**src/rtl/dpa_photo_seq.sv**
```systemverilog
// Photo-album header/descriptor sequencer: loads the album header from image memory, then offers
// each photo descriptor over valid/ready and holds it for DWELL cycles before moving on.
module dpa_photo_seq #(
  parameter int AW       = 20,
  parameter int DW       = 24,
  parameter int PCW      = 3,
  parameter int MAXPH    = 7,
  parameter int DWELL    = 1000000,
  parameter int HDR_BASE = 0
) (
  input  logic           clk,
  input  logic           reset,
  input  logic           start,
  output logic [AW-1:0]  IM_A,
  input  logic [DW-1:0]  IM_Q,
  output logic           cfg_valid,
  output logic [DW-1:0]  init_time,
  output logic [AW-1:0]  fb_addr,
  output logic [PCW-1:0] photo_cnt,
  output logic           desc_valid,
  input  logic           desc_ready,
  output logic [PCW-1:0] desc_idx,
  output logic [AW-1:0]  desc_addr,
  output logic [1:0]     desc_size,
  output logic           dwell_done,
  output logic           err
);

  localparam int            CW   = (DWELL > 2) ? $clog2(DWELL) : 1;
  localparam logic [AW-1:0] BASE = AW'(HDR_BASE);

  typedef enum logic [2:0] {
    S_IDLE,
    S_HDR,
    S_DESC,
    S_OFFER,
    S_DWELL,
    S_ERR
  } state_t;

  state_t         r_state;
  state_t         w_next;
  logic [1:0]     r_ph;
  logic [CW-1:0]  r_dcnt;

  logic [PCW-1:0] w_cnt_raw;
  logic [PCW-1:0] w_cnt_clamp;
  logic [PCW-1:0] w_idx_next;
  logic           w_hs;
  logic           w_dwell_last;

  // First IM word of descriptor idx; the size word follows it.
  function automatic logic [AW-1:0] desc_word0(input logic [PCW-1:0] idx);
    return BASE + AW'(3) + (AW'(idx) << 1);
  endfunction

  assign w_cnt_raw    = IM_Q[PCW-1:0];
  assign w_cnt_clamp  = (w_cnt_raw > PCW'(MAXPH)) ? PCW'(MAXPH) : w_cnt_raw;
  assign w_idx_next   = (desc_idx + PCW'(1) == photo_cnt) ? '0 : desc_idx + PCW'(1);
  assign w_hs         = (r_state == S_OFFER) && desc_valid && desc_ready;
  assign w_dwell_last = (r_dcnt == CW'(DWELL - 1));

  // NOTE: w_next is given its default before the case so every path assigns it and no latch forms.
  always_comb begin
    w_next = r_state;
    case (r_state)
      S_IDLE:  if (start) w_next = S_HDR;
      S_HDR:   if (r_ph == 2'd3) w_next = (w_cnt_raw == '0) ? S_ERR : S_DESC;
      S_DESC:  if (r_ph == 2'd2) w_next = S_OFFER;
      S_OFFER: if (w_hs) w_next = S_DWELL;
      S_DWELL: if (w_dwell_last) w_next = S_DESC;
      S_ERR:   w_next = S_ERR;
      default: w_next = S_IDLE;
    endcase
  end

  // NOTE: sequential state uses non-blocking assignments so every register samples pre-edge values.
  always_ff @(posedge clk or negedge reset) begin
    if (!reset) begin
      r_state <= S_IDLE;
      r_ph    <= '0;
    end else begin
      r_state <= w_next;
      r_ph    <= (w_next != r_state) ? 2'd0 : r_ph + 2'd1;
    end
  end

  always_ff @(posedge clk or negedge reset) begin
    if (!reset) begin
      IM_A       <= BASE;
      cfg_valid  <= 1'b0;
      init_time  <= '0;
      fb_addr    <= '0;
      photo_cnt  <= '0;
      desc_valid <= 1'b0;
      desc_idx   <= '0;
      desc_addr  <= '0;
      desc_size  <= '0;
      dwell_done <= 1'b0;
      err        <= 1'b0;
      r_dcnt     <= '0;
    end else begin
      dwell_done <= 1'b0;
      case (r_state)
        S_HDR: begin
          // IM_Q lags IM_A by one cycle, so word k is captured in phase k+1.
          if (r_ph < 2'd2) IM_A <= IM_A + AW'(1);
          if (r_ph == 2'd1) init_time <= IM_Q;
          if (r_ph == 2'd2) fb_addr <= IM_Q[AW-1:0];
          if (r_ph == 2'd3) begin
            photo_cnt <= w_cnt_clamp;
            cfg_valid <= (w_cnt_raw != '0);
            err       <= (w_cnt_raw == '0);
            desc_idx  <= '0;
            IM_A      <= desc_word0('0);
          end
        end
        S_DESC: begin
          if (r_ph == 2'd0) IM_A <= IM_A + AW'(1);
          if (r_ph == 2'd1) desc_addr <= IM_Q[AW-1:0];
          if (r_ph == 2'd2) begin
            desc_size  <= IM_Q[8] ? 2'd0 : (IM_Q[7] ? 2'd1 : 2'd2);
            desc_valid <= 1'b1;
          end
        end
        S_OFFER: begin
          if (w_hs) begin
            desc_valid <= 1'b0;
            r_dcnt     <= '0;
          end
        end
        S_DWELL: begin
          r_dcnt     <= r_dcnt + CW'(1);
          dwell_done <= (r_dcnt == CW'(DWELL - 2));
          if (w_dwell_last) begin
            desc_idx <= w_idx_next;
            IM_A     <= desc_word0(w_idx_next);
          end
        end
        default: ;
      endcase
    end
  end

endmodule

```
**config.mk**
```make
export PLATFORM = sky130hd
export DESIGN_NAME = dpa_photo_seq
export DESIGN_NICKNAME = d
export VERILOG_FILES = /design/src/rtl/dpa_photo_seq.sv
export SDC_FILE = /design/constraint.sdc
export NUM_CORES = 1
export LEC_CHECK = 0
export ABC_AREA = 1
export ABC_CLOCK_PERIOD_IN_PS = 2500
export BUFFER_PORTS_ARGS = -buffer_cell sky130_fd_sc_hd__buf_2
export CORE_ASPECT_RATIO = 1.1
export CORE_MARGIN = 2
export CORE_UTILIZATION = 40
export CTS_BUF_LIST = sky130_fd_sc_hd__clkbuf_4
export CTS_CLUSTER_SIZE = 20
export DETAILED_ROUTE_END_ITERATION = 8
export PLACE_DENSITY_LB_ADDON = 0.12
export SYNTH_ARGS = -nofsm -noshare
export SYNTH_HDL_FRONTEND = slang
export SYNTH_SLANG_ARGS = --single-unit
```
**constraint.sdc**
```tcl
create_clock -name clk -period 2.5 [get_ports clk]
set_input_delay 0.125 -clock clk [delete_from_list [all_inputs] [get_ports clk]]
set_output_delay 0.125 -clock clk [all_outputs]
set_load 0.02 [all_outputs]
```
==> tab_implementation.tex, run 1 <==
\begin{tabular}{lr}
\hline
Metric & Value \\
\hline
\multicolumn{2}{l}{\textbf{Yosys}} \\
\quad Post-Syn Area & approximately 6000 µm² \\
\quad Cell variety after synth & 31 \\
\quad Async set-reset flop share out of synthesis & 1.00 \\
\quad Number of flops mapped to enable cells by yosys & 0 \\
\quad Net count after synthesis & approximately 800 \\
\quad Yosys top cell by area & sky130\_fd\_sc\_hd\_\_dfrtp\_1 \\
\quad Count of mapped cells out of synthesis & $\sim$750 \\
\quad Top FF cell, synth & sky130\_fd\_sc\_hd\_\_dfrtp\_1 \\
\quad Area contributors post-synth & sky130\_fd\_sc\_hd\_\_dfrtp\_1, sky130\_fd\_sc\_hd\_\_nand2\_1, sky130\_fd\_sc\_hd\_\_o21ai\_0 \\
\quad Yosys top cell area share & 0.513 \\
\quad Synthesis-stage register bit count & 121 \\
\quad Synthesis warning total & 0 \\
\quad Register area share after synthesis & 0.513 \\
\quad Synthesized area per cell & around 7.9 µm² \\
\multicolumn{2}{l}{\textbf{Cells and area}} \\
\quad Layout area overhead & 24.8\% \\
\quad Layout Cells excl Fill & 1114 \\
\quad Final standard cell utilization of the core & 0.510 \\
\quad Number of nets in the layout & roughly 950 \\
\quad Layout cells sized above 1 & 0.199 \\
\multicolumn{2}{l}{\textbf{Drt}} \\
\quad DRC errors left & 0 \\
\quad Uppermost signal routing layer after detailed routing & met4 \\
\quad Post-route ant nets & 0 \\
\quad Total vias in the final route & around 5500 \\
\quad Length of routed wiring on met1 & 6970 µm \\
\quad Post-detailed-route via-to-cell ratio & approximately 4.9 \\
\quad Iteration-0 DRC count of the detailed router & approximately 310 \\
\quad Met2 routed wirelength & slightly above 7000 µm \\
\quad Pre-Repair DR Iteration Count & 5 \\
\quad Detailed-route wire length per cell & about 14 µm \\
\quad Routed wire length on met3 & slightly below 1000 µm \\
\quad Final Routed Wirelength & about 16000 µm \\
\multicolumn{2}{l}{\textbf{Global route}} \\
\quad Maximum number of pins on one net before global-route repair & around 50 \\
\quad Remaining global-route overflow & 0 \\
\quad Wire length of the first global-routing pass & 26600 µm \\
\quad Via count of the first global-routing pass & 5488 \\
\quad Number of antenna violations at the first check in global routing & 1 \\
\quad Global-route usage over all layers & 0.210 \\
\multicolumn{2}{l}{\textbf{Placed design}} \\
\quad Placed wire-length estimate & 10800 µm \\
\quad Count of buffers from port buffering & between 100 and 150 \\
\quad Final RePlAce weighted congestion & a little under 0.9 \\
\quad Instance count after placement with tap cells included & 1053 \\
\multicolumn{2}{l}{\textbf{Worst setup path}} \\
\quad Required time at the worst-slack endpoint & 2.92 ns \\
\quad Critical path startpoint category & flip-flop \\
\quad Arr. time, crit path & 2.53 ns \\
\quad Maximum single-stage delay on the critical path & about 0.43 ns \\
\quad Number of buffers and inverters on the critical path & 1 \\
\quad Critical path class & reg -> reg \\
\quad Critical path endpoint category & flip-flop \\
\quad Largest fanout of any net on the critical path & 4 \\
\quad Cell at the slowest stage of the critical path & sky130\_fd\_sc\_hd\_\_dfrtp\_1 \\
\quad Kind of cell adding the most delay to the critical path & adder cells \\
\quad List of cells traversed by the critical path & ha\_1, or2\_2, a21oi\_1, nand2\_1, nand2\_1, inv\_1, ha\_1, a21oi\_1, o21ai\_0 \\
\multicolumn{2}{l}{\textbf{STA}} \\
\quad Total negative slack & 0 ns \\
\quad Post-route clock period utilization & 0.845 \\
\quad RSZ-0062 raised after global routing & false \\
\quad Achievable clock frequency & 473 MHz \\
\quad Final setup violation count & 0 \\
\quad Max Clock Skew & 0.0121 ns \\
\quad Slew at the pin closest to its max-slew limit & approximately 0.5 ns \\
\quad Max-slew violations & 0 \\
\quad Time the final worst path needs with I/O delays and setup & 2.11 ns \\
\quad Number of hold violations in the final report & 0 \\
\quad Worst max-slew margin expressed relative to the limit & 0.671 \\
\multicolumn{2}{l}{\textbf{Clocking}} \\
\quad CTS buffer count & 17 \\
\quad Count of H-tree levels built during CTS & 4 \\
\quad CTS clk-pin slew, worst paths & between 0.1 and 0.15 ns \\
\quad Buffers from clock root to sink, at most & 2 \\
\quad Number of clock sinks & $\sim$120 \\
\quad CTS root buf & sky130\_fd\_sc\_hd\_\_clkbuf\_4 \\
\quad CTS tree & done \\
\quad Clock latency on the worst-skew pair & 0.53 ns \\
\multicolumn{2}{l}{\textbf{Power and ir drop}} \\
\quad Worst vdd rail ir drop & 0.744 mV \\
\quad Pwr/cell area & approximately 1200 nW/µm² \\
\quad Leakage & approximately 0.0037 µW \\
\multicolumn{2}{l}{\textbf{Status}} \\
\quad Run status & completed \\
\multicolumn{2}{l}{\textbf{Floorplanning}} \\
\quad Horizontal die dimension & $\sim$120 µm \\
\quad Count of boundary I/O pins & 124 \\
\quad Total die area & about 16000 µm² \\
\quad Initial Utilization & 0.409 \\
\quad Die span in y & between 100 and 150 µm \\
\quad Area inside the core boundary & 14400 µm² \\
\quad Total number of placement rows & 46 \\
\multicolumn{2}{l}{\textbf{Job}} \\
\quad Max-Cap Viols & 0 \\
\multicolumn{2}{l}{\textbf{Hold path}} \\
\quad Hold Path Class & in -> async \\
\hline
\end{tabular}
[report_power, final]
part / internal [µW] / switching (µW) / leakage (µW)
clock network: 796 / 791 / 0.000166
registers: 2730 / 592 / 0.00147
logic: 1230 / 2540 / 0.00208
[worst reg2reg max path, delay by kind of cell, from the launching register on]
family | cells | cell delay, ns
AOI/OAI and AO/OA | 3 | 0.39
DFF | 1 | 0.43
buffers and inverters | 1 | 0.06
and+or+nand+nor | 3 | 0.51
adders and majority gates | 2 | 0.62
[timing repair]
action                                  4_1_cts  5_1_grt
endpoints found under the setup margin        0        0
hold endpoints to repair                    157        0
hold buffers                                 28        0
gates resized for setup                       0        0
buffers inserted                              0        0
[placed cells by master, fill, tap and decap left out, drive strengths merged, types with 4 or more instances in the layout]
master       instances
nand4               15
a21oi               20
ha                  10
dlygate4sd3         28
clkinv               6
o21ai               96
nor2                69
mux2                 4
o21bai               5
nor3                15
bufinv               4
inv                 82
dfrtp              121
clkbuf              17
nand3               47
nand2              229
buf                133
[path summary, 6_finish.rpt]
path	start	endpoint	slack (ns)	cells after the start
max in group asynchronous	reset	fb_addr[6]$_DFFE_PN0P_	1.57	3
min in group clk	IM_Q[8]	desc_size[0]$_DFFE_PN0P_	0.33	3
min	reset	r_dcnt[5]$_DFFE_PN0P_	0.09	2
max	desc_idx[0]$_DFFE_PN0P_	IM_A[2]$_DFFE_PN0P_	0.39	9
max reg2reg	desc_idx[0]$_DFFE_PN0P_	IM_A[2]$_DFFE_PN0P_	0.39	9
min reg2reg	fb_addr[12]$_DFFE_PN0P_	fb_addr[12]$_DFFE_PN0P_	0.49	2
[cells in the mapped netlist, types with 2 or more instances]
cell,number
sky130_fd_sc_hd__nor2_1,65
sky130_fd_sc_hd__xnor2_1,2
sky130_fd_sc_hd__a21oi_1,20
sky130_fd_sc_hd__o21ai_1,5
sky130_fd_sc_hd__o21ai_0,91
sky130_fd_sc_hd__a21boi_0,2
sky130_fd_sc_hd__clkbuf_1,12
sky130_fd_sc_hd__a31oi_1,2
sky130_fd_sc_hd__o22ai_1,3
sky130_fd_sc_hd__buf_6,2
sky130_fd_sc_hd__nand4_1,15
sky130_fd_sc_hd__buf_2,5
sky130_fd_sc_hd__dfrtp_1,121
sky130_fd_sc_hd__mux2_2,4
sky130_fd_sc_hd__o21bai_1,4
sky130_fd_sc_hd__nand2_2,3
sky130_fd_sc_hd__inv_1,76
sky130_fd_sc_hd__xor2_1,3
sky130_fd_sc_hd__nor3_1,14
sky130_fd_sc_hd__nand3_1,47
sky130_fd_sc_hd__o31ai_1,3
sky130_fd_sc_hd__ha_1,10
sky130_fd_sc_hd__nor2_2,3
sky130_fd_sc_hd__nand2_1,225
sky130_fd_sc_hd__inv_2,4
[per-layer routing]
metal,up-vias,track usage
met5,-,0
met4,0,0.0824
met3,23,0.0586
met2,156,0.331
met1,2545,0.273
li1,2748,-
[state kept, by name, indices dropped and copies added (netlist names), 2 cells and up]
| register | cells |
|---|---|
| init_time | 24 |
| IM_A | 20 |
| desc_addr | 20 |
| fb_addr | 20 |
| r_dcnt | 20 |
| desc_idx | 3 |
| photo_cnt | 3 |
| r_state | 3 |
| desc_size | 2 |
| r_ph | 2 |
[kinds of logic (layout without fill, tap and decap cells)]
| family | Yosys count | in the layout | share of synthesized area |
|---|---|---|---|
| flops | 121 | 121 | 0.513 |
| fa+ha+maj | 10 | 10 | 0.0212 |
| xor+xnor | 5 | 5 | 0.00742 |
| buf+inv | 99 | 273 | 0.0666 |
| mux | 4 | 4 | 0.00763 |
| compound gates | 131 | 131 | 0.117 |
| simple gates | 377 | 377 | 0.267 |
| other cells | 0 | 1 | 0 |
[area by class of cell]
class | count | area [µm²]
Timing Repair Buffer | 161 | 986
Sequential cell | 121 | 3030
Antenna cell | 1 | 2.50
Inverter | 80 | 300
Clock buffer | 17 | 128
Multi-Input combinational cell | 527 | 2480
Tap cell | 192 | 240
Fill cell | 1423 | 7080
Clock inverter | 15 | 200
[metrics by stage]
| stage | hold slack, ns | power (µW) | setup slack [ns] | area [µm²] |
|---|---|---|---|---|
| 5_1_grt | 0.0920 | 9420 | 0.239 | 7370 |
| 3_3_place_gp | 0.123 | 6990 | 0.505 | 6760 |
| 2_1_floorplan | -0.171 | 5830 | 0.478 | 5900 |
| 6_report | 0.0909 | 8670 | 0.388 | 7370 |
| 3_5_place_dp | 0.139 | 7090 | 0.415 | 6760 |
| 4_1_cts | 0.0805 | 8750 | 0.398 | 7360 |
Power figures use the tool's default switching activity.
==> inputs of run 2 (changes only) <==
--- a/config.mk
+++ b/config.mk
@@ -5,8 +5,8 @@
 export SDC_FILE = /design/constraint.sdc
 export NUM_CORES = 1
 export LEC_CHECK = 0
-export ABC_AREA = 1
-export ABC_CLOCK_PERIOD_IN_PS = 2500
+export ABC_AREA = 0
+export ABC_CLOCK_PERIOD_IN_PS = 2200
 export BUFFER_PORTS_ARGS = -buffer_cell sky130_fd_sc_hd__buf_2
 export CORE_ASPECT_RATIO = 1.1
 export CORE_MARGIN = 2
==> constraint.sdc (replaced) <==
create_clock -name clk -period 2.2 [get_ports clk]
set_input_delay 0.11 -clock clk [delete_from_list [all_inputs] [get_ports clk]]
set_output_delay 0.11 -clock clk [all_outputs]
set_load 0.02 [all_outputs]
==> run 2 against run 1 <==
Routed wire length is 8.4% lower. Largest cell class unchanged. Core utilization grew 2.0 points. Synthesized area fell by 5.2%. Setup slack worse by 0.32 ns. Register-to-register slack got worse by 0.32 ns. Maximum frequency fell by 0.94%. Design area fell by 1.2%.
==> tab_implementation.tex, run 2 <==
\begin{tabular}{lr}
\hline
Metric & Value \\
\hline
\multicolumn{2}{l}{\textbf{Drt}} \\
\quad DRC errors left & 0 (unchanged) \\
\quad Post-detailed-route via-to-cell ratio & 5.22 (+6.2\%) \\
\quad Iteration-0 DRC count of the detailed router & 247 (-21\%) \\
\quad Final Routed Wirelength & 14200 µm (-8.4\%) \\
\quad Post-route ant nets & 0 (unchanged) \\
\quad Pre-Repair DR Iteration Count & 5 (unchanged) \\
\quad Total vias in the final route & 4585 (-16\%) \\
\quad Detailed-route wire length per cell & 16.2 µm (+16\%) \\
\multicolumn{2}{l}{\textbf{Yosys}} \\
\quad Net count after synthesis & 536 (-32\%) \\
\quad Synthesized area per cell & 11.2 µm² (+42\%) \\
\quad Synthesis warning total & 0 (unchanged) \\
\quad Number of flops mapped to enable cells by yosys & 0 (unchanged) \\
\quad Post-Syn Area & 5600 µm² (-5.2\%) \\
\quad Count of mapped cells out of synthesis & 498 (-33\%) \\
\quad Top cell types by occurrence after synthesis & sky130\_fd\_sc\_hd\_\_dfrtp\_1, sky130\_fd\_sc\_hd\_\_mux2\_2, sky130\_fd\_sc\_hd\_\_nand2\_1 \\
\quad Yosys top cell area share & 0.541 (+0.0279) \\
\quad Cell variety after synth & 50 (+61\%) \\
\quad Area contributors post-synth & sky130\_fd\_sc\_hd\_\_dfrtp\_1, sky130\_fd\_sc\_hd\_\_mux2\_2, sky130\_fd\_sc\_hd\_\_nand2\_1 \\
\quad Synthesis-stage register bit count & 121 (unchanged) \\
\quad Async set-reset flop share out of synthesis & 1.00 (unchanged) \\
\quad Register area share after synthesis & 0.541 (+0.0279) \\
\quad Top FF cell, synth & sky130\_fd\_sc\_hd\_\_dfrtp\_1 \\
\quad Yosys top cell by area & sky130\_fd\_sc\_hd\_\_dfrtp\_1 \\
\quad Most frequently used cell type in the post-synthesis netlist & sky130\_fd\_sc\_hd\_\_dfrtp\_1 \\
\multicolumn{2}{l}{\textbf{Worst setup path}} \\
\quad Critical path class & reg -> reg \\
\quad Setup slack of the most critical reg-to-reg path & 0.07 ns (-0.32 ns) \\
\quad Required time at the worst-slack endpoint & 2.65 ns (-0.27 ns) \\
\quad Length in cells of the worst reg-to-reg path & 5 (-4) \\
\quad Critical path startpoint category & flip-flop \\
\quad Critical path endpoint category & flip-flop \\
\quad Worst r2r src & r\_dcnt[11]\$\_DFFE\_PN0P\_ \\
\quad Largest fanout of any net on the critical path & 11 (+7) \\
\quad Arr. time, crit path & 2.58 ns (+0.05 ns) \\
\quad Critical R2R Capture & IM\_A[16]\$\_DFFE\_PN0P\_ \\
\multicolumn{2}{l}{\textbf{Power and ir drop}} \\
\quad Design Power & 9970 µW (+15\%) \\
\quad Worst vdd rail ir drop & 0.795 mV (+6.8\%) \\
\quad Leakage & 0.00336 µW (-9.6\%) \\
\quad Pwr/cell area & 1370 nW/µm² (+16\%) \\
\multicolumn{2}{l}{\textbf{Floorplanning}} \\
\quad Total die area & 15000 µm² (-5.0\%) \\
\quad Total number of placement rows & 45 (-2.2\%) \\
\quad Count of boundary I/O pins & 124 (unchanged) \\
\quad Initial Utilization & 0.407 (-0.00107) \\
\quad Area inside the core boundary & 13700 µm² (-4.9\%) \\
\quad Horizontal die dimension & 117 µm (-2.5\%) \\
\quad Die span in y & 128 µm (-2.5\%) \\
\multicolumn{2}{l}{\textbf{Clocking}} \\
\quad Clock latency on the worst-skew pair & 0.52 ns (about the same) \\
\quad CTS root buf & sky130\_fd\_sc\_hd\_\_clkbuf\_4 \\
\quad CTS buffer count & 17 (unchanged) \\
\quad CTS tree & done \\
\quad CTS clk-pin slew, worst paths & 0.10 ns (about the same) \\
\quad Count of H-tree levels built during CTS & 4 (unchanged) \\
\quad Number of clock sinks & 121 (unchanged) \\
\quad Buffers from clock root to sink, at most & 2 (unchanged) \\
\multicolumn{2}{l}{\textbf{Job}} \\
\quad Max-Cap Viols & 0 (unchanged) \\
\multicolumn{2}{l}{\textbf{Global route}} \\
\quad Number of antenna violations at the first check in global routing & 0 (-1) \\
\quad Global-route usage over all layers & 0.200 (-0.0102) \\
\quad Wire length of the first global-routing pass & 23100 µm (-13\%) \\
\quad Remaining global-route overflow & 0 (unchanged) \\
\quad Maximum number of pins on one net before global-route repair & 61 (+20\%) \\
\quad Via count of the first global-routing pass & 4689 (-15\%) \\
\multicolumn{2}{l}{\textbf{Cells and area}} \\
\quad Final non-filler cell area & 7280 µm² (-1.2\%) \\
\quad Number of nets in the layout & 718 (-24\%) \\
\quad Leading cell type in the layout, fill and taps excluded & sky130\_fd\_sc\_hd\_\_buf\_2 \\
\quad Multi-input logic area & 2450 µm² (-1.4\%) \\
\quad Max reg flops & 24 (unchanged) \\
\quad Layout Cells excl Fill & 879 (-21\%) \\
\quad Layout cells sized above 1 & 0.384 (+0.185) \\
\quad Most frequent cells in the layout & sky130\_fd\_sc\_hd\_\_buf\_2, sky130\_fd\_sc\_hd\_\_dfrtp\_1, sky130\_fd\_sc\_hd\_\_mux2\_2 \\
\quad Register ranked first by flip-flop count & init\_time \\
\quad Antenna fix cells & 0 (-1) \\
\quad FF+latch area & 3030 µm² (unchanged) \\
\quad Layout area overhead & 30.0\% \\
\quad Fillers & 1293 (-9.1\%) \\
\multicolumn{2}{l}{\textbf{STA}} \\
\quad Achievable clock frequency & 469 MHz (-0.94\%) \\
\quad Total negative slack & 0 ns (unchanged) \\
\quad Max-slew violations & 0 (unchanged) \\
\quad Post-route clock period utilization & 0.969 (+0.124) \\
\quad Slew at the pin closest to its max-slew limit & 0.459 ns (-0.0340 ns) \\
\quad Time the final worst path needs with I/O delays and setup & 2.13 ns (+0.0201 ns) \\
\quad Worst Setup Slack, final & 0.0675 ns (-0.320 ns) \\
\quad Max Clock Skew & 0.0123 ns (+0.000277 ns) \\
\quad Final setup violation count & 0 (unchanged) \\
\quad Worst max-slew margin expressed relative to the limit & 0.694 (+0.0226) \\
\quad RSZ-0062 raised after global routing & true \\
\quad Number of hold violations in the final report & 0 (unchanged) \\
\multicolumn{2}{l}{\textbf{Placed design}} \\
\quad Cell area after placement & 6670 µm² (-1.3\%) \\
\quad Instance count after placement with tap cells included & 821 (-22\%) \\
\quad Placed wire-length estimate & 9910 µm (-8.5\%) \\
\quad Final RePlAce weighted congestion & 0.843 (-4.8\%) \\
\quad Worst setup slack after placement & 0.0116 ns (-0.403 ns) \\
\quad Count of buffers from port buffering & 123 (unchanged) \\
\multicolumn{2}{l}{\textbf{Status}} \\
\quad Run status & completed \\
\multicolumn{2}{l}{\textbf{Hold path}} \\
\quad Hold Path Class & in -> async \\
\hline
\end{tabular}
run 2: area by class of cell:
| cell class | instances | share of cell area |
|---|---|---|
| Sequential cell | 121 | 0.416 |
| Multi-Input combinational cell | 339 | 0.336 |
| Timing Repair Buffer | 186 | 0.166 |
| Tap cell | 188 | 0.0323 |
| Clock inverter | 10 | 0.0210 |
| Clock buffer | 20 | 0.0206 |
| Inverter | 15 | 0.00774 |
run 2: power breakdown:
part           switching, µW  leakage [µW]  internal, µW
combinational           2560       0.00171          1870
sequential               655       0.00149          3160
clock                    805      0.000160           916
total                   4020       0.00336          5950
run 2: worst max-delay path, cell delays in order (launching register included):
cell and delay, ns:
sky130_fd_sc_hd__dfrtp_1 0.39, sky130_fd_sc_hd__or4_4 0.54, sky130_fd_sc_hd__nor4_4 0.26, sky130_fd_sc_hd__a21oi_2 0.18, sky130_fd_sc_hd__or4_1 0.54, sky130_fd_sc_hd__a21oi_1 0.16
run 2: per-stage QoR:
stage | hold WS [ns] | utilization
6_report | 0.0832 | 0.530
5_1_grt | 0.0925 | 0.530
4_1_cts | 0.0443 | 0.527
3_5_place_dp | 0.0984 | 0.485
3_3_place_gp | 0.0945 | 0.485
2_1_floorplan | -0.186 | -
run 2: what timing repair did:
| action | 4_1_cts | 5_1_grt |
|---|---|---|
| setup endpoints to repair | 1 | 9 |
| resized for setup | 1 | 5 |
| endpoints found under the hold margin | 168 | 0 |
| pin swaps | 0 | 1 |
| hold buffers | 27 | 0 |
| cloned | 0 | 0 |
| setup buffers | 0 | 1 |
run 2: routing by layer:
| layer | up-vias | share of wire | global-route usage |
|---|---|---|---|
| met5 | - | 0 | 0 |
| li1 | 2189 | - | - |
| met4 | 0 | 0.013 | 0.0664 |
| met2 | 134 | 0.50 | 0.332 |
| met1 | 2245 | 0.42 | 0.243 |
| met3 | 17 | 0.060 | 0.0667 |
run 2: worst max-delay path by stage:
stage                                 from              endpoint  slack (ns)  depth (start not counted)
floorplan                r_ph[0]$_DFF_PN0_  IM_A[16]$_DFFE_PN0P_       0.009                          8
global placement    r_dcnt[11]$_DFFE_PN0P_  IM_A[12]$_DFFE_PN0P_        0.09                          5
detailed placement       r_ph[0]$_DFF_PN0_  IM_A[16]$_DFFE_PN0P_        0.01                          7
CTS                 r_dcnt[11]$_DFFE_PN0P_   IM_A[8]$_DFFE_PN0P_        0.03                          5
global route        r_dcnt[11]$_DFFE_PN0P_  IM_A[16]$_DFFE_PN0P_       -0.04                          5
finish              r_dcnt[11]$_DFFE_PN0P_  IM_A[16]$_DFFE_PN0P_        0.07                          5
run 2: cell families after synthesis:
| family | share of synthesized area |
|---|---|
| compound gates | 0.113 |
| simple gates | 0.142 |
| fa+ha+maj | 0.0224 |
| flops | 0.541 |
| xor+xnor | 0.00939 |
| buf+inv | 0.0282 |
| mux | 0.144 |
